`src/rtl/program_counter_pkg.sv`:
```
// Shared MIPS pipeline definitions: address width and reset vector used by
// the fetch-stage program counter and any other stage that carries a PC.
package program_counter_pkg;

    localparam int unsigned           PC_ADDR_W     = 8;
    localparam logic [PC_ADDR_W-1:0]  PC_RESET_ADDR = 8'h00;

endpackage : program_counter_pkg

```
`src/rtl/program_counter.sv`:
```
// Fetch-stage program counter: a plain register that captures the next-PC
// value computed upstream; it never does arithmetic on the address itself.
module program_counter
    import program_counter_pkg::*;
#(
    parameter int unsigned        ADDR_W     = PC_ADDR_W,
    parameter logic [ADDR_W-1:0]  RESET_ADDR = ADDR_W'(PC_RESET_ADDR)
) (
    input  logic              clk,
    input  logic              reset,
    input  logic [ADDR_W-1:0] previous_address,
    output logic [ADDR_W-1:0] instruction_address
);

    logic [ADDR_W-1:0] pc_d;
    logic [ADDR_W-1:0] pc_q;

    // Next-state selection: upstream owns all next-PC arithmetic, so load as-is.
    always_comb begin
        pc_d = previous_address;
    end

    // PC state register with asynchronous reset to the reset vector.
    always_ff @(posedge clk or posedge reset) begin
        if (reset) begin
            pc_q <= RESET_ADDR;
        end else begin
            pc_q <= pc_d;
        end
    end

    assign instruction_address = pc_q;

endmodule : program_counter

```
`config.mk`:
```
export PLATFORM = sky130hd
export DESIGN_NAME = program_counter
export DESIGN_NICKNAME = d
export VERILOG_FILES = /design/src/rtl/program_counter_pkg.sv /design/src/rtl/program_counter.sv
export SDC_FILE = /design/constraint.sdc
export NUM_CORES = 1
export LEC_CHECK = 0
export CORE_AREA = 4 4 41 43
export CTS_BUF_LIST = sky130_fd_sc_hd__clkbuf_8
export DETAILED_ROUTE_END_ITERATION = 8
export DIE_AREA = 0 0 45 47
export PLACE_DENSITY = 0.46
export SLEW_MARGIN = 10
export SYNTH_ARGS = -nofsm -noshare
export SYNTH_HDL_FRONTEND = slang
export SYNTH_SLANG_ARGS = --single-unit
export TNS_END_PERCENT = 1
```
`constraint.sdc`:
```
create_clock -name clk -period 0.8 [get_ports clk]
set_input_delay 0.24 -clock clk [delete_from_list [all_inputs] [get_ports clk]]
set_output_delay 0.24 -clock clk [all_outputs]
set_load 0.01 [all_outputs]
```
==> impl_metrics.yaml, run 1 <==
timing:
  rsz0062_at_grt: "true"
  finalCritPeriodShare: 1.19
  tightest_slew_ns: 0.296
  maxSlewHeadroom: 0.802
  min_period_ns: 0.955
  hold_violations: 0
  fmax_mhz: 1050
  drv_slew: 0
  setup_slack_ns: -0.155
  finalSetupViolCount: 8
finish:
  nets: 41
  drive_gt1_frac: 0.379
  multi_input_area_um2: 0
  fillers: 143
  syn2layout_area_growth_pct: 93.3
  antenna_cells: 0
  finish.instance_area_um2: 394
  register_area_um2: 200
  multi_input_gates: 0
  largest_reg_flops: 8
detailed_routing:
  post-route-drc-count: 0
  vias: 138
  ant_nets: 0
  drt-initial-drc-count: 0
  route.detailed.wl_per_inst_um: 11.2
  vias_per_cell: 3.14
  routed_wl_um: 491
  first_pass_iters: 1
clock_tree:
  clkTransAtPathRegs_ns: 0.04
  ctsHtreeMaxLevel: 1
  cts.sinks: 8
  cts_tree: "built"
  clock_path_buffers: 2
  clockRootBuffer: "clkbuf_8"
  cts_made_buffers: 3
yosys:
  yosys_warnings: 0
  synthDistinctLibCells: 2
  netlist_area_um2: 204
  syn_nets: 19
  synth_cells: 9
  synth_top_area_share: 0.982
  synth_seq_cells: 8
  yosys.area.top_type: "dfrtp_1"
  synthTopCellsByArea: "dfrtp_1, inv_1"
  avgSynthCellArea_um2: 22.7
  synth_seq_area_share: 0.982
power_and_ir_drop:
  p_sw_frac: 0.183
  p_sw_w: 0.000180
  ir_drop_v: 0.000825
  p_leak_nw: 0.187
  powerDensity_nw_per_um2: 2490
  intPower_w: 0.000804
  power_frac_comb: 0.084
  sequentialPowerShare: 0.438
  clkPwrFrac: 0.477
worst_setup_path:
  crit_type: "reg2out"
  cp_data_arrival_time_ns: 0.72
  cp_max_fo: 1
  cp_top_family: "flip-flops"
  end_kind: "output port"
  cp_cell_sequence: "buf_2"
  critPathLaunchType: "register"
  cp.required_ns: 0.56
  cp.buffers_inverters: 1
  cp_slowest_stage_delay_ns: 0.36
  cp_slowest_cell: "dfrtp_1"
placement:
  gp_congestion: 0.585
  dpl_cell_area_um2: 393
  place_ws_ns: -0.280
  io_buffers: 17
  dp_hpwl_um: 392
die:
  die_w_um: 45
  die_h_um: 47
  io_pins: 18
  initial_utilization: 0.157
  rows: 13
  dieArea_um2: 2120
  core_area_um2: 1300
global_routing:
  gr-usage-all-layers: 0.0519
  grt_pass1_wl_um: 703
  grt_max_degree: 9
  grt_overflow: 0
  grt_pass1_vias: 180
  antenna_found_initial: 0
run_status:
  outcome: "complete, but fails checks"
  violations: "setup timing"
job:
  maxCapViolCount: 0
hold_path:
  hold_path_class: "in2async"
[path summary, 6_finish.rpt]
| path | start | end | slack, ns | depth (start not counted) |
|---|---|---|---|---|
| setup / recovery | instruction_address[0] | instruction_address[0] | -0.16 | 1 |
| hold / removal | reset | instruction_address[3] | 0.27 | 2 |
| max in group asynchronous | reset | instruction_address[4] | 0.30 | 2 |
| min in group clk | previous_address[6] | instruction_address[6] | 0.46 | 1 |
[power by group through the flow]
stage	sequential [W]	combinational (W)	clock [W]
after floorplan	0.000449	0.00000631	0
after global routing	0.000433	0.0000894	0.000505
after CTS	0.000432	0.0000854	0.000489
after detailed placement	0.000438	0.000105	0
final	0.000431	0.0000830	0.000469
after global placement	0.000437	0.000105	0
[synthesized netlist by cell type]
cell type  count
dfrtp_1        8
inv_1          1
[stage by stage]
stage | instances | power (W) | setup TNS (ns) | hold WS [ns] | utilization
6_report | 44 | 0.000983 | -1.15 | 0.272 | 0.303
5_1_grt | 44 | 0.00103 | -1.35 | 0.309 | 0.303
4_1_cts | 44 | 0.00101 | -1.25 | 0.280 | 0.303
3_5_place_dp | 41 | 0.000543 | -2.20 | 0.515 | 0.302
3_3_place_gp | 41 | 0.000542 | -2.20 | 0.506 | 0.302
2_1_floorplan | 9 | 0.000456 | 0 | 0.0557 | -
[cell families (layout without fill, tap and decap cells)]
kind of cell | Yosys count | in the layout | share of synthesized area
buf+inv | 1 | 21 | 0.0184
flops | 8 | 8 | 0.982
[routing by layer]
| layer | vias up | GRT usage | part of all wire | wire (µm) |
|---|---|---|---|---|
| li1 | 66 | - | - | - |
| met1 | 62 | 0.0492 | 0.37 | 182 |
| met2 | 10 | 0.0678 | 0.50 | 247 |
| met3 | 0 | 0.0192 | 0.12 | 60 |
| met4 | 0 | 0.0877 | 0 | 0 |
| met5 | - | 0 | 0 | 0 |
[layout by cell type (no fill, tap or decap), drive strengths merged]
| master | instances |
|---|---|
| inv | 1 |
| clkdlybuf4s50 | 9 |
| buf | 8 |
| clkbuf | 3 |
| dfrtp | 8 |
[layout make-up]
type	count	share of cell area
clock buffers	3	0.105
repair buffers	17	0.330
inverters	1	0.00952
flip-flops and latches	8	0.508
well taps	15	0.0476
[timing repair]
item / 4_1_cts / 5_1_grt
hold endpoints to repair: 0 / 0
buffers inserted: 0 / 0
setup endpoints to repair: 8 / 8
hold buffers: 0 / 0
gates resized for setup: 32 / 0
pin swaps: 0 / 0
Power figures use the tool's default switching activity.
==> run 2: changes to the inputs <==
--- a/config.mk
+++ b/config.mk
@@ -9,6 +9,7 @@
 export CTS_BUF_LIST = sky130_fd_sc_hd__clkbuf_8
 export DETAILED_ROUTE_END_ITERATION = 8
 export DIE_AREA = 0 0 45 47
+export GPL_TIMING_DRIVEN = 0
 export PLACE_DENSITY = 0.46
 export SLEW_MARGIN = 10
 export SYNTH_ARGS = -nofsm -noshare
==> results of run 2 <==
No change in the layout: final DEF, timing and power equal those of run 1.
